[config.mk]
export PLATFORM = sky130hd
export DESIGN_NAME = sim_video_out_flat
export DESIGN_NICKNAME = d
export VERILOG_FILES = /design/src/rtl/sim_video_out_if.sv /design/src/rtl/sim_video_out.sv /design/src/flat_wrapper.sv
export SDC_FILE = /design/constraint.sdc
export NUM_CORES = 1
export LEC_CHECK = 0
export ABC_AREA = 1
export BUFFER_PORTS_ARGS = -buffer_cell sky130_fd_sc_hd__buf_2
export CAP_MARGIN = 20
export CORE_MARGIN = 2
export CORE_UTILIZATION = 42
export CTS_BUF_LIST = sky130_fd_sc_hd__clkbuf_8
export DETAILED_ROUTE_END_ITERATION = 8
export GPL_TIMING_DRIVEN = 0
export PLACE_DENSITY = 0.81
export REMOVE_ABC_BUFFERS = 1
export SKIP_CTS_REPAIR_TIMING = 1
export SLEW_MARGIN = 5
export SYNTH_ARGS = -nofsm -noshare
export SYNTH_HDL_FRONTEND = slang
export SYNTH_SLANG_ARGS = --single-unit
[constraint.sdc]
create_clock -name clk_48 -period 1.05 [get_ports clk_48]
set_input_delay 0.21 -clock clk_48 [delete_from_list [all_inputs] [get_ports clk_48]]
set_output_delay 0.21 -clock clk_48 [all_outputs]
set_load 0.05 [all_outputs]
[src/rtl/sim_video_out_if.sv]
// sim_video_out_if: core-side video/audio inputs and conditioned outputs of sim_video_out
//   rgb_in {B,G,R}, hs/vs/hb/vb_in, audio_in      core -> conditioner
//   ce_pix, VGA_R/G/B/HS/VS/HB/VB, AUDIO_L/R      conditioner -> sim top / wrapper
//   line_count, frame_count                       present only with SIM_VIDEO_STATS_EN
interface sim_video_out_if #(
  parameter int IN_BITS  = 3,
  parameter int AUD_BITS = 8
);
  logic [3*IN_BITS-1:0] rgb_in;
  logic                 hs_in, vs_in, hb_in, vb_in;
  logic [AUD_BITS-1:0]  audio_in;
  logic                 ce_pix;
  logic [7:0]           VGA_R, VGA_G, VGA_B;
  logic                 VGA_HS, VGA_VS, VGA_HB, VGA_VB;
  logic [15:0]          AUDIO_L, AUDIO_R;
`ifdef SIM_VIDEO_STATS_EN
  logic [9:0]           line_count;
  logic [15:0]          frame_count;
  modport master (
    input  rgb_in, hs_in, vs_in, hb_in, vb_in, audio_in,
    output ce_pix, VGA_R, VGA_G, VGA_B, VGA_HS, VGA_VS, VGA_HB, VGA_VB, AUDIO_L, AUDIO_R,
    output line_count, frame_count
  );
  modport slave (
    output rgb_in, hs_in, vs_in, hb_in, vb_in, audio_in,
    input  ce_pix, VGA_R, VGA_G, VGA_B, VGA_HS, VGA_VS, VGA_HB, VGA_VB, AUDIO_L, AUDIO_R,
    input  line_count, frame_count
  );
`else
  modport master (
    input  rgb_in, hs_in, vs_in, hb_in, vb_in, audio_in,
    output ce_pix, VGA_R, VGA_G, VGA_B, VGA_HS, VGA_VS, VGA_HB, VGA_VB, AUDIO_L, AUDIO_R
  );
  modport slave (
    output rgb_in, hs_in, vs_in, hb_in, vb_in, audio_in,
    input  ce_pix, VGA_R, VGA_G, VGA_B, VGA_HS, VGA_VS, VGA_HB, VGA_VB, AUDIO_L, AUDIO_R
  );
`endif
endinterface

[src/rtl/sim_video_out.sv]
// sim_video_out: pixel-enable generation, colour expansion/blank gating and audio widening
//   clk_48, reset   48 MHz system clock, synchronous active-high reset
//   vid (master)    core inputs in, registered VGA_*/AUDIO_* and ce_pix out
//   SIM_VIDEO_STATS_EN adds line_count/frame_count for the sim frame grabber
module sim_video_out #(
  parameter int CE_DIV   = 4,
  parameter int IN_BITS  = 3,
  parameter int AUD_BITS = 8
) (
  input logic            clk_48,
  input logic            reset,
  sim_video_out_if.master vid
);
  localparam int CW = CE_DIV > 1 ? $clog2(CE_DIV) : 1;
  localparam logic [CW-1:0] CNT_MAX = CW'(CE_DIV - 1);
  // MSB-first bit replication so full scale reaches all ones
  function automatic logic [7:0] rep8(input logic [IN_BITS-1:0] v);
    logic [7:0] o;
    for (int i = 0; i < 8; i++) o[7-i] = v[IN_BITS-1-(i%IN_BITS)];
    return o;
  endfunction
  function automatic logic [15:0] rep16(input logic [AUD_BITS-1:0] v);
    logic [15:0] o;
    for (int i = 0; i < 16; i++) o[15-i] = v[AUD_BITS-1-(i%AUD_BITS)];
    return o;
  endfunction
  logic [CW-1:0] cnt_q, cnt_d;
  logic          ce_q;
  logic [7:0]    r_q, g_q, b_q, r_d, g_d, b_d;
  logic          hs_q, vs_q, hb_q, vb_q;
  logic [15:0]   aud_q;
  always_comb begin
    cnt_d = cnt_q == CNT_MAX ? '0 : cnt_q + 1'b1;
    r_d   = vid.hb_in | vid.vb_in ? 8'h00 : rep8(vid.rgb_in[IN_BITS-1:0]);
    g_d   = vid.hb_in | vid.vb_in ? 8'h00 : rep8(vid.rgb_in[2*IN_BITS-1:IN_BITS]);
    b_d   = vid.hb_in | vid.vb_in ? 8'h00 : rep8(vid.rgb_in[3*IN_BITS-1:2*IN_BITS]);
  end
  always_ff @(posedge clk_48) begin
    if (reset) begin
      cnt_q <= '0;
      ce_q  <= 1'b0;
      {r_q, g_q, b_q} <= '0;
      {hs_q, vs_q, hb_q, vb_q} <= '0;
      aud_q <= '0;
    end else begin
      cnt_q <= cnt_d;
      ce_q  <= cnt_q == CNT_MAX;
      aud_q <= rep16(vid.audio_in);
      if (ce_q) begin
        {r_q, g_q, b_q} <= {r_d, g_d, b_d};
        {hs_q, vs_q, hb_q, vb_q} <= {vid.hs_in, vid.vs_in, vid.hb_in, vid.vb_in};
      end
    end
  end
  assign vid.ce_pix  = ce_q;
  assign vid.VGA_R   = r_q;
  assign vid.VGA_G   = g_q;
  assign vid.VGA_B   = b_q;
  assign vid.VGA_HS  = hs_q;
  assign vid.VGA_VS  = vs_q;
  assign vid.VGA_HB  = hb_q;
  assign vid.VGA_VB  = vb_q;
  assign vid.AUDIO_L = aud_q;
  assign vid.AUDIO_R = aud_q;
`ifdef SIM_VIDEO_STATS_EN
  // The registered syncs double as the previous-sample edge history
  logic [9:0]  lc_q, lc_d;
  logic [15:0] fc_q, fc_d;
  logic        hs_rise, vs_rise;
  always_comb begin
    hs_rise = vid.hs_in & ~hs_q;
    vs_rise = vid.vs_in & ~vs_q;
    lc_d    = vs_rise ? 10'd0 : hs_rise && lc_q != 10'h3FF ? lc_q + 10'd1 : lc_q;
    fc_d    = fc_q + {15'd0, vs_rise};
  end
  always_ff @(posedge clk_48) begin
    if (reset) begin
      lc_q <= '0;
      fc_q <= '0;
    end else if (ce_q) begin
      lc_q <= lc_d;
      fc_q <= fc_d;
    end
  end
  assign vid.line_count  = lc_q;
  assign vid.frame_count = fc_q;
`endif
endmodule

[src/flat_wrapper.sv]
// flat-port wrapper written by rule: the top's interface ports become plain ports
module sim_video_out_flat 
#(
  parameter int CE_DIV   = 4,
  parameter int IN_BITS  = 3,
  parameter int AUD_BITS = 8
)
  (clk_48, reset, vid_rgb_in, vid_hs_in, vid_vs_in, vid_hb_in, vid_vb_in, vid_audio_in, vid_ce_pix, vid_VGA_R, vid_VGA_G, vid_VGA_B, vid_VGA_HS, vid_VGA_VS, vid_VGA_HB, vid_VGA_VB, vid_AUDIO_L, vid_AUDIO_R);
  sim_video_out_if #(.IN_BITS(IN_BITS), .AUD_BITS(AUD_BITS)) vid_i ();
  input logic clk_48;
  input logic reset;
  input wire logic [$bits(vid_i.rgb_in)-1:0] vid_rgb_in;
  input wire logic [$bits(vid_i.hs_in)-1:0] vid_hs_in;
  input wire logic [$bits(vid_i.vs_in)-1:0] vid_vs_in;
  input wire logic [$bits(vid_i.hb_in)-1:0] vid_hb_in;
  input wire logic [$bits(vid_i.vb_in)-1:0] vid_vb_in;
  input wire logic [$bits(vid_i.audio_in)-1:0] vid_audio_in;
  output wire logic [$bits(vid_i.ce_pix)-1:0] vid_ce_pix;
  output wire logic [$bits(vid_i.VGA_R)-1:0] vid_VGA_R;
  output wire logic [$bits(vid_i.VGA_G)-1:0] vid_VGA_G;
  output wire logic [$bits(vid_i.VGA_B)-1:0] vid_VGA_B;
  output wire logic [$bits(vid_i.VGA_HS)-1:0] vid_VGA_HS;
  output wire logic [$bits(vid_i.VGA_VS)-1:0] vid_VGA_VS;
  output wire logic [$bits(vid_i.VGA_HB)-1:0] vid_VGA_HB;
  output wire logic [$bits(vid_i.VGA_VB)-1:0] vid_VGA_VB;
  output wire logic [$bits(vid_i.AUDIO_L)-1:0] vid_AUDIO_L;
  output wire logic [$bits(vid_i.AUDIO_R)-1:0] vid_AUDIO_R;
  assign vid_i.rgb_in = vid_rgb_in;
  assign vid_i.hs_in = vid_hs_in;
  assign vid_i.vs_in = vid_vs_in;
  assign vid_i.hb_in = vid_hb_in;
  assign vid_i.vb_in = vid_vb_in;
  assign vid_i.audio_in = vid_audio_in;
  assign vid_ce_pix = vid_i.ce_pix;
  assign vid_VGA_R = vid_i.VGA_R;
  assign vid_VGA_G = vid_i.VGA_G;
  assign vid_VGA_B = vid_i.VGA_B;
  assign vid_VGA_HS = vid_i.VGA_HS;
  assign vid_VGA_VS = vid_i.VGA_VS;
  assign vid_VGA_HB = vid_i.VGA_HB;
  assign vid_VGA_VB = vid_i.VGA_VB;
  assign vid_AUDIO_L = vid_i.AUDIO_L;
  assign vid_AUDIO_R = vid_i.AUDIO_R;
  sim_video_out #(.CE_DIV(CE_DIV), .IN_BITS(IN_BITS), .AUD_BITS(AUD_BITS)) u_core (.clk_48(clk_48), .reset(reset), .vid(vid_i));
endmodule
### After elaboration in Yosys (flattened, before gate mapping)

Index checks and enable logic that the tools add are counted.

| word-level totals | value |
|---|---|
| output and inout port bits | 61 |
| word-level logic and storage cells | 17 |
| input bits | 23 |
| register bits | 47 |

| operators by class | value |
|---|---|
| mux-type cells | 3 |
| reduce and logical (&&, ||, !) cells | 1 |
| bitwise logic cells | 1 |
| equality and inequality tests | 1 |
| add/sub/neg operators | 1 |

Operators by type and width:

| kind | count |
|---|---|
| 8-bit two-way mux | 3 |
| 2-bit by 1-bit adder with 2-bit output (second input constant) | 1 |
| 2-bit == test (second input constant) | 1 |
| 2-bit OR reduction | 1 |
| 1-bit bitwise OR | 1 |

### Logic depth before layout (Yosys ltp)

Gate-level depths: netlist (run 1).

| depth | value |
|---|---|
| depth in word-level cells | 2 |
| gate-level depth with buffers | 5 |
| mapped depth without buffers | 4 |

### Least setup slack after synthesis (run 1)

OpenSTA, ideal clock, no wires.

| timing | value |
|---|---|
| kind | register -> register |
| start | register u_core.ce_q (netlist: u_core.vid.ce_pix) |
| end | register u_core.hb_q (netlist: u_core.vid.VGA_HB) |
| clock period less this slack | 1.237 ns |
| data required time | 0.926 ns |
| setup time | 0.124 ns |
| buffers on the path | 2 |
| cell stages (with the launch flop) | 6 |
| data arrival time | 1.112 ns |
| path slack | -0.187 ns |
| path through | dfxtp_1 -> buf_6 -> inv_8 -> buf_12 -> nand2_1 -> a21oi_1 |

RTL lines:

| item | RTL line | text |
|---|---|---|
| start, declared | sim_video_out.sv:28 | `logic ce_q;` |
| start signal, assigned | sim_video_out.sv:41 | `ce_q <= 1'b0;` |
| start signal, assigned | sim_video_out.sv:47 | `ce_q <= cnt_q == CNT_MAX;` |
| end signal, assigned | sim_video_out.sv:51 | `{hs_q, vs_q, hb_q, vb_q} <= {vid.hs_in, vid.vs_in, vid.hb_in, vid.vb_in};` |
| end, declared | sim_video_out.sv:30 | `logic hs_q, vs_q, hb_q, vb_q;` |

### Worst setup path after layout (run 1)

| timing | value |
|---|---|
| start | register u_core.aud_q[11] (netlist: u_core.vid.AUDIO_L[11]) |
| end | output port vid_AUDIO_L[11] |

RTL lines:

| item | RTL line | text |
|---|---|---|
| start, declared | sim_video_out.sv:31 | `logic [15:0] aud_q;` |
| start signal, assigned | sim_video_out.sv:48 | `aud_q <= rep16(vid.audio_in);` |
| end, declared | flat_wrapper.sv:26 | `output wire logic [$bits(vid_i.AUDIO_L)-1:0] vid_AUDIO_L;` |

No word-level cell between the ends.

==> impl_metrics.yaml, run 1 <==
status:
  status: "finished, violations left"
  violations: "negative setup slack"
global_routing:
  grt_max_degree: 25
  grt_pass1_wl_mm: 3.22
  grt_pass1_vias: 756
  track_usage: 0.125
  antenna_found_initial: 0
  grt-ovfl-total: 0
synth:
  synth-main-ff-cell: "dfxtp_1"
  ys_top_cells_by_area: "dfxtp_1 (39%), buf_4 (24%), nand2_1 (6.1%), inv_1 (5.5%), nor2_1 (5.2%)"
  ys_ff_latch: 24
  netlist_area_um2: 1220
  yosysUniqueCellTypes: 16
  postSynthAreaPerCell_um2: 8.27
  synth_top_area_share: 0.393
  synthArstFlopShare: 0
  synth_edf_count: 0
  yosysWarnings: 0
  yosys.area.top_type: "dfxtp_1"
  synthCells: 148
  synth_commonest_cells: "buf_4 (39), dfxtp_1 (24), nand2_1 (20), inv_1 (18), nor2_1 (17)"
  yosysMostFrequentCell: "buf_4"
  ys_seq_area_frac: 0.393
place:
  dp_slack_ns: -0.111
  gp_congestion: 0.621
  postPlaceCellArea_um2: 1330
  io_buffers: 83
  post-dp-hpwl_mm: 1.61
  dp_cells: 218
sta:
  min_period_ns: 1.11
  period_share: 1.06
  layout_setup_ws_ns: -0.0585
  maxSlewHeadroom: 0.664
  setup_violations: 5
  worstMarginPinSlew_ns: 0.504
  finClkSkew_ns: 0.00638
  fmax_mhz: 902
  finalHoldViolCount: 0
  rsz0062_at_grt: "yes"
  worst_hold_slack_ns: 0.134
  final_max_slew_viol_count: 0
worst_setup_path:
  path_buf_inv: 1
  crit_chain: "buf_2"
  r2r_start: "u_core.vid.ce_pix"
  crit_path_end_kind: "primary output"
  cp_slowest_cell: "dfxtp_1"
  startpoint: "u_core.vid.AUDIO_L[11]"
  reg2reg_slack_ns: 0.11
  critPathLaunchType: "flop"
  crit_family: "flip-flops"
  crit_required_ns: 0.84
  cp_max_fo: 4
  path_class: "reg -> out"
  max_stage_delay_ns: 0.36
  worstPathArrival_ns: 0.90
route:
  drt_iter0_drc: 18
  ant_nets: 0
  wl_mm: 2.83
  wl_per_cell_um: 12.6
  drtPass1Iterations: 4
  drc: 0
  vias: 978
  via_per_inst: 4.35
layout:
  drive_gt1_frac: 0.634
  fin_nets: 219
  fillers: 216
  num_antenna_cells: 0
  fin_util: 0.666
  stdcell_area_um2: 1840
  areaGrowthSynthToFinish_pct: 50.1
  instances_no_fill: 225
clock_tree:
  cts_root_buffer: "clkbuf_8"
  cts_tree: "yes"
  clkTransAtPathRegs_ns: 0.08
  clk_latency_ns: 0.26
  cts-buffers-inserted: 3
  clockBufferDepth: 2
  htreeDepth: 1
  cts_sinks: 24
power_and_ir_drop:
  seqPwrFrac: 0.448
  p_int_mw: 1.46
  p_per_area_nw_per_um2: 1170
  p_leak_nw: 0.911
  p_comb_frac: 0.267
  swShare: 0.323
  clkPwrFrac: 0.286
  netSwitchingPower_mw: 0.697
  ir_worst_vdd_mv: 1.30
min_path:
  min-delay-start: "vid_audio_in[1]"
  hp-class: "in -> reg"
floorplanning:
  die_x_um: 58.0
  core_area_um2: 2760
  ios: 84
  row_count: 19
  dieArea_um2: 3360
  die_h_um: 58.0
  initial_utilization: 0.444
run:
  max_cap_viol_count: 0
state kept, by name, indices dropped and copies added, names as in the netlist:
name / flops
u_core.cnt_q: 2
u_core.vid.AUDIO_L: 8
u_core.vid.VGA_B: 3
u_core.vid.VGA_G: 3
u_core.vid.VGA_HB: 1
u_core.vid.VGA_HS: 1
u_core.vid.VGA_R: 3
u_core.vid.VGA_VB: 1
u_core.vid.VGA_VS: 1
u_core.vid.ce_pix: 1
logic make-up (layout without fill, tap and decap cells):
| logic type | count (synthesis) | in the layout | share of synthesized area |
|---|---|---|---|
| AO/OA/AOI/OAI | 12 | 12 | 0.0705 |
| adder cells (fa/ha/maj) | 1 | 1 | 0.0102 |
| buffers and inverters | 63 | 109 | 0.347 |
| flip-flops | 24 | 24 | 0.393 |
| AND/OR/NAND/NOR | 48 | 48 | 0.180 |
power by group through the flow:
stage,registers (mW),logic (mW),clock network (mW)
after floorplan,1.26,0.0571,0
after global placement,0.988,0.469,0
after detailed placement,0.991,0.473,0
after CTS,0.969,0.473,0.632
after global routing,0.971,0.600,0.681
final,0.965,0.574,0.615
cell usage in the layout, fill, tap and decap left out:
cell type,synthesis,final
a21oi_1,5,5
a21oi_2,7,7
buf_12,1,1
buf_2,2,25
buf_4,39,4
buf_6,2,52
buf_8,0,3
clkbuf_4,0,1
clkbuf_8,0,4
dfxtp_1,24,7
dfxtp_2,0,5
dfxtp_4,0,12
ha_1,1,1
inv_1,18,18
inv_8,1,1
nand2_1,20,20
nand2_2,7,7
nor2_1,17,17
nor2_8,1,1
nor3_1,2,2
nor3b_1,1,1
layout make-up:
| type | instances | area [µm²] | area share |
|---|---|---|---|
| Clock buffer | 4 | 55.1 | 0.0300 |
| Timing Repair Buffer | 86 | 813 | 0.443 |
| Inverter | 19 | 78.8 | 0.0429 |
| Multi-Input combinational cell | 61 | 319 | 0.174 |
| Sequential cell | 24 | 532 | 0.290 |
| Tap cell | 31 | 38.8 | 0.0211 |
final timing paths:
check / end / cells past startpoint
worst max-delay path: vid_AUDIO_L[11] / 1
worst min-delay path: u_core.vid.AUDIO_L[9] / 3
worst max register to register: u_core.vid.VGA_R[5] / 5
worst min register to register: u_core.cnt_q[0] / 1
per-stage QoR:
step / power [mW] / setup TNS (ns)
finish: 2.15 / -0.206
global route: 2.25 / -0.591
CTS: 2.07 / -5.11
detailed placement: 1.46 / -0.739
global placement: 1.46 / -0.512
floorplan: 1.32 / -35.53
layer usage:
layer  wire [µm]  vias to the layer above  track usage
li1            -                      492            -
met1         959                      443        0.140
met2        1700                       41        0.227
met3         140                        2       0.0335
met4          24                        0       0.0399
met5           0                        -            0
(Power assumes the default switching activity.)
==> run 2, diff against run 1 <==
clock period = 1.2 ns   (was 1.05 ns; I/O delays follow)
==> impl_metrics.yaml, run 2 (synthesized netlist as in run 1, its figures left out) <==
power_and_ir_drop:
  p_leak_nw: 0.824
  p_per_area_nw_per_um2: 1260
  ir_worst_vdd_mv: 1.19
floorplanning:
  die_x_um: 58.0
  die_h_um: 58.0
  row_count: 19
  ios: 84
  core_area_um2: 2760
  dieArea_um2: 3360
  initial_utilization: 0.444
worst_setup_path:
  r2r_end: "u_core.vid.VGA_G[6]"
  reg2regPathDepth: 4
  cp_max_fo: 4
  path_buf_inv: 1
  crit_path_end_kind: "primary output"
  critPathLaunchType: "flop"
  path_class: "reg -> out"
  crit_family: "flip-flops"
  max_stage_delay_ns: 0.38
  worstPathArrival_ns: 0.92
  reg2reg_slack_ns: 0.29
  crit_required_ns: 0.96
  cp_slowest_cell: "dfxtp_1"
  r2r_start: "u_core.vid.ce_pix"
  startpoint: "u_core.vid.VGA_R[4]"
  crit_chain: "buf_2"
sta:
  period_share: 0.963
  finalHoldViolCount: 0
  finClkSkew_ns: 0.00337
  fmax_mhz: 866
  layout_setup_ws_ns: 0.0448
  final_max_slew_viol_count: 0
  maxSlewHeadroom: 0.677
  setup_violations: 0
  worstMarginPinSlew_ns: 0.485
  min_period_ns: 1.16
  rsz0062_at_grt: "yes"
  worst_hold_slack_ns: 0.178
place:
  io_buffers: 83
  dp_slack_ns: 0.00919
  gp_congestion: 0.621
  post-dp-hpwl_mm: 1.61
route:
  wl_mm: 2.07
  drtPass1Iterations: 3
  drt_iter0_drc: 11
  ant_nets: 0
  via_per_inst: 4.14
  wl_per_cell_um: 9.33
  vias: 918
  drc: 0
global_routing:
  antenna_found_initial: 0
  grt_pass1_wl_mm: 3.22
  grt-ovfl-total: 0
  track_usage: 0.125
  use_met2: 0.227
  grt_pass1_vias: 756
  met1_usage: 0.140
  gr-max-usage-layer: "met2"
  grt_max_degree: 25
  met3_usage: 0.0335
clock_tree:
  clk_latency_ns: 0.26
  cts_sinks: 24
  clkTransAtPathRegs_ns: 0.08
  clockBufferDepth: 2
  cts_tree: "yes"
  htreeDepth: 1
  cts_root_buffer: "clkbuf_8"
  cts-buffers-inserted: 3
status:
  status: "completed"
layout:
  final_common_cell: "buf_2"
  layout_common_cells: "buf_2 (74), dfxtp_1 (23), nand2_1 (20)"
  largest_reg_flops: 8
  drive_gt1_frac: 0.545
  areaGrowthSynthToFinish_pct: 15.8
  num_antenna_cells: 0
  fillers: 285
  fin_nets: 216
min_path:
  min-delay-start: "vid_audio_in[1]"
  hp-class: "in -> reg"
  hold_path_end: "u_core.vid.AUDIO_L[9]"
  holdPathStages: 3
run:
  max_cap_viol_count: 0
==> run 2: cell count changes in the layout (fill, tap and decap cells not counted) <==
cell      change
buf_12        -1
buf_2        +49
buf_4         -4
buf_6        -51
buf_8         -3
clkbuf_4      +7
dfxtp_1      +16
dfxtp_2       -5
dfxtp_4      -11
==> run 2: worst min-delay path, cell delays in order <==
cell and delay (ns):
buf_2 0.09, inv_1 0.04, nor2_1 0.03
==> run 2: how the worst max path moves through the flow <==
stage,end,slack (ns),cells after the start
finish,vid_VGA_R[1],0.04,1
global route,vid_VGA_R[7],-0.01,1
CTS,vid_ce_pix,-0.29,1
detailed placement,vid_ce_pix,0.009,1
global placement,vid_ce_pix,0.03,1
floorplan,vid_AUDIO_L[0],-0.59,0
==> run 2: power by group <==
part	internal (mW)	leakage, nW	switching (mW)
Clock	0.292	0.0288	0.233
Sequential	0.825	0.197	0.0222
Combinational	0.0985	0.598	0.316
Total	1.22	0.824	0.571
==> run 2: layout make-up <==
cell class                 instances  area [µm²]  area share
multi-input combinational         61         319       0.225
clock buffer                       4        55.1      0.0388
sequential                        24         484       0.342
tap                               31        38.8      0.0274
timing repair buffer              83         442       0.312
inverter                          19        78.8      0.0556
==> run 2: per-stage QoR <==
stage,std cells,instance area (µm²),power [mW],utilization,setup TNS (ns)
detailed placement,218,1330,1.28,0.483,0
finish,222,1420,1.79,0.514,0
global placement,218,1330,1.27,0.483,0
CTS,222,1390,1.81,0.503,-0.287
floorplan,104,878,1.15,-,-27.02
global route,222,1420,1.88,0.514,-0.0274
==> run 2: per-layer routing <==
metal	part of all wire	vias up
met1	0.40	390
met2	0.51	40
met3	0.071	2
met5	0	-
met4	0.012	0
li1	-	486
